$ cat config.mk
export PLATFORM = sky130hd
export DESIGN_NAME = puf_soc_ro_pair_seq
export DESIGN_NICKNAME = d
export VERILOG_FILES = /design/src/rtl/puf_soc_pkg.sv /design/src/rtl/puf_soc_ro_pair_dec.sv /design/src/rtl/puf_soc_ro_pair_seq.sv
export SDC_FILE = /design/constraint.sdc
export NUM_CORES = 1
export LEC_CHECK = 0
export CAP_MARGIN = 20
export CORE_ASPECT_RATIO = 1.5
export CORE_MARGIN = 8
export CORE_UTILIZATION = 45
export DETAILED_ROUTE_END_ITERATION = 16
export GPL_ROUTABILITY_DRIVEN = 0
export PLACE_DENSITY = 0.79
export RECOVER_POWER = 25
export SLEW_MARGIN = 10
export SYNTH_ARGS = -nofsm -noshare
export SYNTH_HDL_FRONTEND = slang
export SYNTH_SLANG_ARGS = --single-unit
$ cat constraint.sdc
create_clock -name clk -period 3.2 [get_ports clk]
set_input_delay 0.48 -clock clk [delete_from_list [all_inputs] [get_ports clk]]
set_output_delay 0.48 -clock clk [all_outputs]
set_load 0.02 [all_outputs]
$ cat src/rtl/puf_soc_pkg.sv
// Shared types and helpers for the PUF SoC ring-oscillator pair sequencer.
// Latency: n/a (types and constant functions only).
// Backpressure: n/a.
package puf_soc_pkg;

    typedef enum logic [1:0] {
        IDLE    = 2'd0,
        ENABLE  = 2'd1,
        PRESENT = 2'd2,
        DONE    = 2'd3
    } ro_seq_state_t;

    typedef enum logic {
        RO_MANUAL = 1'b0,
        RO_SWEEP  = 1'b1
    } ro_mode_t;

    // Number of unordered pairs (i<j) among n oscillators.
    function automatic int ro_num_pairs(input int n);
        return (n * (n - 1)) / 2;
    endfunction

endpackage

$ cat src/rtl/puf_soc_ro_pair_dec.sv
// Two-select to NUM_RO-bit enable decode; selects >= NUM_RO contribute no bit.
// Latency: combinational.
// Backpressure: none.
module puf_soc_ro_pair_dec
    import puf_soc_pkg::*;
#(
    parameter int NUM_RO = 16,
    parameter int SEL_W  = $clog2(NUM_RO)
) (
    input  logic              en,
    input  logic [SEL_W-1:0]  sel_a,
    input  logic [SEL_W-1:0]  sel_b,
    output logic [NUM_RO-1:0] dec
);

    // Only indices 0..NUM_RO-1 are compared, so an out-of-range select
    // (possible when NUM_RO is not a power of two) simply matches nothing.
    always_comb begin
        dec = '0;
        for (int i = 0; i < NUM_RO; i++) begin
            dec[i] = en & ((sel_a == SEL_W'(i)) | (sel_b == SEL_W'(i)));
        end
    end

endmodule

$ cat src/rtl/puf_soc_ro_pair_seq.sv
// RO pair enable generator: manual select decode, or automatic sweep of all i<j pairs.
// Latency: o_puf_en registered, 1 cycle after inputs / state change.
// Backpressure: o_pair_vld held with stable sels until i_pair_rdy; i_abort wins over a handshake.
module puf_soc_ro_pair_seq
    import puf_soc_pkg::*;
#(
    parameter int NUM_RO = 16,
    parameter int CNT_W  = 16,
    parameter int SEL_W  = $clog2(NUM_RO)
) (
    input  logic              clk,
    input  logic              rst,
    input  logic              i_mode,
    input  logic              i_start,
    input  logic              i_abort,
    input  logic              i_dcod_en,
    input  logic [SEL_W-1:0]  i_sel_mux_0,
    input  logic [SEL_W-1:0]  i_sel_mux_1,
    input  logic [CNT_W-1:0]  i_en_cycles,
    input  logic              i_pair_rdy,
    output logic [NUM_RO-1:0] o_puf_en,
    output logic              o_pair_vld,
    output logic [SEL_W-1:0]  o_pair_sel_0,
    output logic [SEL_W-1:0]  o_pair_sel_1,
    output logic              o_busy,
    output logic              o_sweep_done
);

    // The final pair of a sweep is (NUM_RO-2, NUM_RO-1).
    localparam logic [SEL_W-1:0] LAST_A = SEL_W'(NUM_RO - 2);
    localparam logic [SEL_W-1:0] LAST_B = SEL_W'(NUM_RO - 1);

    ro_seq_state_t     state, state_nxt;
    logic [SEL_W-1:0]  pair_a, pair_a_nxt;
    logic [SEL_W-1:0]  pair_b, pair_b_nxt;
    logic [CNT_W-1:0]  window, window_nxt;
    logic [CNT_W-1:0]  cnt, cnt_nxt;
    logic [CNT_W-1:0]  start_window;

    logic              dec_en;
    logic [SEL_W-1:0]  dec_a;
    logic [SEL_W-1:0]  dec_b;
    logic [NUM_RO-1:0] dec_out;

    // A zero-length window would never enable anything; treat it as one cycle.
    assign start_window = (i_en_cycles == '0) ? CNT_W'(1) : i_en_cycles;

    // Next-state, pair advance and window countdown.
    always_comb begin
        state_nxt  = state;
        pair_a_nxt = pair_a;
        pair_b_nxt = pair_b;
        window_nxt = window;
        cnt_nxt    = cnt;
        case (state)
            IDLE: begin
                if (i_start && (ro_mode_t'(i_mode) == RO_SWEEP)) begin
                    state_nxt  = ENABLE;
                    window_nxt = start_window;
                    cnt_nxt    = start_window;
                    pair_a_nxt = '0;
                    pair_b_nxt = SEL_W'(1);
                end
            end
            ENABLE: begin
                if (i_abort) begin
                    state_nxt  = IDLE;
                    pair_a_nxt = '0;
                    pair_b_nxt = '0;
                end else if (cnt <= CNT_W'(1)) begin
                    state_nxt = PRESENT;
                end else begin
                    cnt_nxt = cnt - CNT_W'(1);
                end
            end
            PRESENT: begin
                if (i_abort) begin
                    state_nxt  = IDLE;
                    pair_a_nxt = '0;
                    pair_b_nxt = '0;
                end else if (i_pair_rdy) begin
                    if ((pair_a == LAST_A) && (pair_b == LAST_B)) begin
                        state_nxt = DONE;
                    end else begin
                        state_nxt = ENABLE;
                        cnt_nxt   = window;
                        if (pair_b == LAST_B) begin
                            pair_a_nxt = pair_a + SEL_W'(1);
                            pair_b_nxt = pair_a + SEL_W'(2);
                        end else begin
                            pair_b_nxt = pair_b + SEL_W'(1);
                        end
                    end
                end
            end
            DONE: begin
                state_nxt  = IDLE;
                pair_a_nxt = '0;
                pair_b_nxt = '0;
            end
            default: begin
                state_nxt = IDLE;
            end
        endcase
    end

    // Steer the shared decoder: sweep pair while enabling, manual selects only
    // when staying idle; returning to idle forces one all-zero cycle.
    always_comb begin
        dec_en = 1'b0;
        dec_a  = pair_a_nxt;
        dec_b  = pair_b_nxt;
        if (state_nxt == ENABLE) begin
            dec_en = 1'b1;
        end else if ((state == IDLE) && (state_nxt == IDLE)) begin
            dec_en = i_dcod_en;
            dec_a  = i_sel_mux_0;
            dec_b  = i_sel_mux_1;
        end
    end

    puf_soc_ro_pair_dec #(
        .NUM_RO (NUM_RO),
        .SEL_W  (SEL_W)
    ) u_dec (
        .en    (dec_en),
        .sel_a (dec_a),
        .sel_b (dec_b),
        .dec   (dec_out)
    );

    // State, pair, window and registered enable vector.
    always_ff @(posedge clk or posedge rst) begin
        if (rst) begin
            state    <= IDLE;
            pair_a   <= '0;
            pair_b   <= '0;
            window   <= '0;
            cnt      <= '0;
            o_puf_en <= '0;
        end else begin
            state    <= state_nxt;
            pair_a   <= pair_a_nxt;
            pair_b   <= pair_b_nxt;
            window   <= window_nxt;
            cnt      <= cnt_nxt;
            o_puf_en <= dec_out;
        end
    end

    assign o_pair_vld   = (state == PRESENT);
    assign o_pair_sel_0 = pair_a;
    assign o_pair_sel_1 = pair_b;
    assign o_busy       = (state == ENABLE) || (state == PRESENT);
    assign o_sweep_done = (state == DONE);

endmodule

Word level (Yosys, flattened, before mapping)
Index checks and enable logic that the tools add are counted.
- output and inout bits: 27
- bits in registers: 58
- logic and storage cells: 132
- input bits: 31
- reductions and logical operators: 12
- bitwise operators: 32
- $add $sub $neg: 4
- magnitude comparators: 1
- muxes and demuxes: 35
- eq/ne operators: 42
- operators by type and width (kind ; count):
    2-to-1 mux 16 bit ; 7
    == test 4 bit (second input constant) ; 18
    2-to-1 mux 4 bit ; 16
    case mux 16 bit (3 select lines) ; 1
    == test 4 x 3 -> 1 bit (second input constant) ; 8
    case mux 4 bit (4 select lines) ; 2
    AND 1 bit ; 16
    == test 4 x 2 -> 1 bit (second input constant) ; 4
    less-or-equal comparator 16 x 1 -> 1 bit (second input constant) ; 1
    zero test 16 bit ; 1
    bitwise OR 1 bit ; 16
    subtractor 16 x 1 -> 16 bit (second input constant) ; 1
    2-to-1 mux 2 bit ; 6
    inequality test 2 bit (second input constant) ; 6
    adder 4 x 1 -> 4 bit (second input constant) ; 2
    == test 4 x 1 -> 1 bit (second input constant) ; 2
    zero test 4 bit ; 2
    case mux 2 bit (4 select lines) ; 1
    AND reduction 7 bit ; 1
    adder 4 x 2 -> 4 bit (second input constant) ; 1
    == test 2 x 1 -> 1 bit (second input constant) ; 2
    == test 2 bit (second input constant) ; 2
    zero test 2 bit ; 2
    logical AND 1 bit ; 3
    other kinds (4) ; 5

Longest topological paths before layout
- word-level depth: 13
- depth in mapped cells: 12
- mapped depth without buffers: 10

Cells and area by module
Synthesis repeated with hierarchy kept, for this count alone.
- cells, all modules: 371
- area, all modules: 3757.4 µm²
- by module, submodules not included (module ; cells each ; seq. area each (µm²) ; times used ; area an instance (µm²)):
    puf_soc_ro_pair_seq ; 314 ; 1451.4 ; 1 ; 3228.1
    puf_soc_ro_pair_dec ; 57 ; 0.0 ; 1 ; 529.3

Worst setup path before layout
Ideal clock, no wire load.
- kind: register to register
- start: register state[0]
- end: register o_puf_en[3]
- stages on the path, launching flop included: 12
- buffers on the path: 1
- period minus slack after synthesis: 2485 ps
- slack: 715 ps
- required time: 3060 ps
- arrival time: 2346 ps
- cells stage by stage: dfrtp_1 -> inv_1 -> ha_1 -> nor3b_4 -> nand2_1 -> o32a_2 -> o31a_4 -> inv_4 -> buf_8 -> nor3_1 -> a31oi_1 -> o22ai_1
- elaborated cells on any way between the ends: 25
- classes of those cells: 6 x eq/ne; 14 x mux; 2 x bitwise; 3 x reduce/logical
- RTL lines (element ; RTL line ; RTL):
    start, declared ; puf_soc_ro_pair_seq.sv:33 ; ro_seq_state_t state, state_nxt;
    start signal, assigned ; puf_soc_ro_pair_seq.sv:142 ; state <= state_nxt;
    == test 2 bit * ; - ;
    via o_pair_vld ; puf_soc_ro_pair_seq.sv:22 ; output logic o_pair_vld,
    case mux 2 bit (4 select lines) * ; puf_soc_ro_pair_seq.sv:55 ; case (state)
    via state_nxt[1] ; puf_soc_ro_pair_seq.sv:33 ;
    zero test 2 bit ; puf_soc_ro_pair_seq.sv:115 ; end else if ((state == IDLE) && (state_nxt == IDLE)) begin
    logical AND 1 bit ; puf_soc_ro_pair_seq.sv:115 ;
    2-to-1 mux 4 bit ; puf_soc_ro_pair_seq.sv:115 ;
    2-to-1 mux 4 bit ; puf_soc_ro_pair_seq.sv:113 ; if (state_nxt == ENABLE) begin
    == test 4 x 2 -> 1 bit ; puf_soc_ro_pair_dec.sv:21 ; dec[i] = en & ((sel_a == SEL_W'(i)) | (sel_b == SEL_W'(i)));
    bitwise OR 1 bit ; puf_soc_ro_pair_dec.sv:21 ;
    AND 1 bit * ; puf_soc_ro_pair_dec.sv:21 ;
    via dec_out[3] ; puf_soc_ro_pair_seq.sv:43 ; logic [NUM_RO-1:0] dec_out;
    end signal, assigned ; puf_soc_ro_pair_seq.sv:147 ; o_puf_en <= dec_out;
    end, declared ; puf_soc_ro_pair_seq.sv:21 ; output logic [NUM_RO-1:0] o_puf_en,
The timed path passes the listed nets; every way through them passes the cells marked *.
A chain may end at the register's enable or synchronous reset.

Worst setup path after layout
- start: register state[0]
- end: register o_puf_en[12]
- longest elaborated chain between the ends: 10
- elaborated cells on any way between the ends: 25
- classes of those cells: 6 x eq/ne; 14 x mux; 2 x bitwise; 3 x reduce/logical
- ends and longest elaborated chain (element ; RTL line):
    2-to-1 mux 2 bit, on equally long branches ; puf_soc_ro_pair_seq.sv:81, puf_soc_ro_pair_seq.sv:70
    2-to-1 mux 2 bit, on equally long branches ; puf_soc_ro_pair_seq.sv:77, puf_soc_ro_pair_seq.sv:66
    case mux 2 bit (4 select lines) ; puf_soc_ro_pair_seq.sv:55
    zero test 2 bit ; puf_soc_ro_pair_seq.sv:115
    logical AND 1 bit ; puf_soc_ro_pair_seq.sv:115
    2-to-1 mux 4 bit ; puf_soc_ro_pair_seq.sv:115
    2-to-1 mux 4 bit ; puf_soc_ro_pair_seq.sv:113
    == test 4 bit ; puf_soc_ro_pair_dec.sv:21
    bitwise OR 1 bit ; puf_soc_ro_pair_dec.sv:21
    AND 1 bit * ; puf_soc_ro_pair_dec.sv:21
    via dec_out[12] ; puf_soc_ro_pair_seq.sv:43
Marked as above.

==> out/metrics.cfg <==
[clock_network]
worst_skew_pair.late_latency_ps=330
cts_made_buffers=9
number_of_buffers_added_for_setup_after_cts=0
cts_resized=0
cts.htree.levels=3
cts_root_buf=sky130_fd_sc_hd__clkbuf_16
numClockSinks=58
cts-hold-fix-buffers=0
buffers_from_clock_root_to_sink_at_most=2
clkTransAtPathRegs_ps=60
tritoncts=done

[synth]
synth_simple_gate_area_share=0.1889
cell_accounting_for_the_most_synthesized_area=sky130_fd_sc_hd__dfrtp_1
synth-warning-count=0
post_synth_instance_area_sq_mm=0.003637
synth_xor_area_frac=0.02890
syn_area_per_cell_sq_um=9.423
synth.mux.area_fraction=0.05229
syn-instance-count=386
ys_top_cells_by_count=58 x sky130_fd_sc_hd__dfrtp_1, 38 x sky130_fd_sc_hd__nand2_1, 23 x sky130_fd_sc_hd__o21ai_0
synth_fa_ha_area_frac=0.03784
postSynthNetCount=428
ys.flop_type=sky130_fd_sc_hd__dfrtp_1
synth.top_cells.by_area=sky130_fd_sc_hd__dfrtp_1 40%, sky130_fd_sc_hd__mux2_2 5.0%, sky130_fd_sc_hd__nand2_1 3.9%
ys_async_sr_fraction=1.000
synth_compound_gate_area_share=0.2473
ys_ff_latch=58
sequential_element_share_of_the_synthesized_area=0.3990
yosysMostFrequentCell=sky130_fd_sc_hd__dfrtp_1
largest_family_of_logic_cells_by_synthesized_area=compound AO/OA/AOI/OAI gates
synth_top_area_share=0.3990
synth-edff-count=0
yosysUniqueCellTypes=70

[placed_design]
place_worst_setup_slack_ps=185.4
dpl.hpwl_um=7348
post_dp_cell_area_sq_mm=0.004318
place.port_buffers=57
dpl.cell_count=540

[detailed_routing]
firstDrtPassIters=6
wire_per_inst_um=18.50
vias_per_cell=6.119
sum_of_routed_wire_length_over_all_layers_um=10290
drc_errors=0
via_count=3402
antenna_left=0
drt_first_iter_violations=244

[power]
leakage_component_of_the_power_nw=1.975
p_per_area_mw_per_mm2=833.9
peakVddDrop_uv=343.4

[sta]
report.final.slew_viol_count=0
slew-limit-headroom=0.05499
max_slew.worst_pin.slew_ps=1418
period_needed_ps=2995
hold_viol_final=0
maxClockFrequency_mhz=333.9
fin_worst_skew_ps=5.147
post-route-worst-setup-slack_ps=205.3
post_route_setup_tns_ps=0
finalSetupViolations=0
period_share=0.9358
rsz0062_at_grt=false

[global_route]
grt_max_degree=59
grt_overflow_total=0
first_global_vias=3477
antenna_found_initial=0
grt_use_total=0.1936
grt_pass1_wl_um=16950

[worst_setup_path]
critical_path.slowest_cell=sky130_fd_sc_hd__ha_1
worstSetupStartpoint=state[0]
capturing_instance_or_port_of_the_critical_path=o_puf_en[12]
r2r_slack_ps=210
ff2ff_path_depth=10
r2r_start=state[0]
r2r-end=o_puf_en[12]
path_cells=inv_1 > ha_1 > nor2_1 > a222oi_1 > o32a_2 > o31a_4 > inv_4 > nor4_1 > o21ai_1 > o22ai_1
critical_path_arrival_ps=3240
worst_setup_path_end_kind=flip-flop
worstPathMaxFanout=17
critPathKind=reg -> reg
worst_ep_required_time_ps=3440
cpPeakStageDelay_ps=440
cp-start-kind=flip-flop

[final_layout]
drive_gt1_frac=0.1419
post-route-cell-area_sq_mm=0.004666
synthToLayoutAreaGrowth_pct=28.28
num_antenna_cells=0
instances_no_fill=556
nets=488

[floorplan]
num_rows=40
io_pins=58
die_height_um=126.1
core_area_sq_mm=0.007908
initial_core_util=0.4600
floorplan.die_area_sq_mm=0.01127
die_w_um=89.41

[flow_run]
maxCapViolations=0

[outcome]
outcome=completed

[min_path]
min-delay-path-class=reg -> reg

## critical path: cells and delay by family, from the launching register on
kind	cells	cell delay, ps
buffers and inverters	2	240
flip-flops	1	420
AO/OA/AOI/OAI	5	1310
adder cells (fa/ha/maj)	1	440
AND/OR/NAND/NOR	2	480
## metal layers
metal  routed length (um)  track usage  vias to the layer above
met2                 5541       0.3469                      157
met5                    0            0                        -
li1                     -            -                     1573
met4                  316       0.1043                        0
met1                 3800       0.2092                     1641
met3                  629      0.02409                       31
## registers in the layout, indices dropped and copies added, names as in the netlist
name,count
o_pair_sel_0,4
o_pair_sel_1,4
cnt,16
window,16
o_puf_en,16
state,2
## stage by stage
| stage | utilization | power, mW | hold slack, ps |
|---|---|---|---|
| 6_report | 0.5900 | 3.891 | 513.6 |
| 5_1_grt | 0.5900 | 4.121 | 520.8 |
| 4_1_cts | 0.5903 | 3.886 | 501.0 |
| 3_5_place_dp | 0.5460 | 2.732 | 488.4 |
| 3_3_place_gp | 0.5460 | 2.671 | 466.4 |
| 2_1_floorplan | - | 2.296 | 450.7 |
## area by class of cell
cell class | instances | area [sq um]
tap | 105 | 131.4
clock buffer | 9 | 225.2
multi-input combinational | 293 | 2019
fill | 701 | 3242
inverter | 16 | 62.56
clock inverter | 7 | 125.1
sequential | 58 | 1451
timing repair buffer | 68 | 650.6
## power by group
group          switching, mW  internal, mW  total [mW]  leakage, nW
Clock                  0.366         0.766        1.13        0.170
Combinational          0.898         0.660        1.56         1.06
Sequential             0.220         0.980        1.20        0.741
## placed cells by master, fill, tap and decap left out, drive strengths merged, types with 14 or more instances in the layout
cell type | Yosys | final
a21oi | 17 | 17
a22oi | 14 | 14
nand2 | 38 | 38
clkdlybuf4s50 | 0 | 56
o21ai | 33 | 33
nor2 | 21 | 21
o22ai | 16 | 16
dfrtp | 58 | 58
inv | 16 | 16
mux2 | 16 | 16
## how the worst min path moves through the flow
stage / from / to / slack (ps) / depth (start not counted)
after floorplan: window[0] / window[0] / 450 / 2
after global placement: window[0] / window[0] / 470 / 2
after detailed placement: cnt[13] / cnt[13] / 490 / 2
after CTS: cnt[13] / cnt[13] / 500 / 2
after global routing: cnt[13] / cnt[13] / 520 / 2
final: cnt[14] / cnt[14] / 510 / 1
## kinds of logic after synthesis
| family | count (synthesis) |
|---|---|
| compound gates | 128 |
| fa+ha+maj | 11 |
| xor+xnor | 12 |
| flops | 58 |
| simple gates | 125 |
| mux | 17 |
| buf+inv | 35 |
Power figures use the tool's default switching activity.
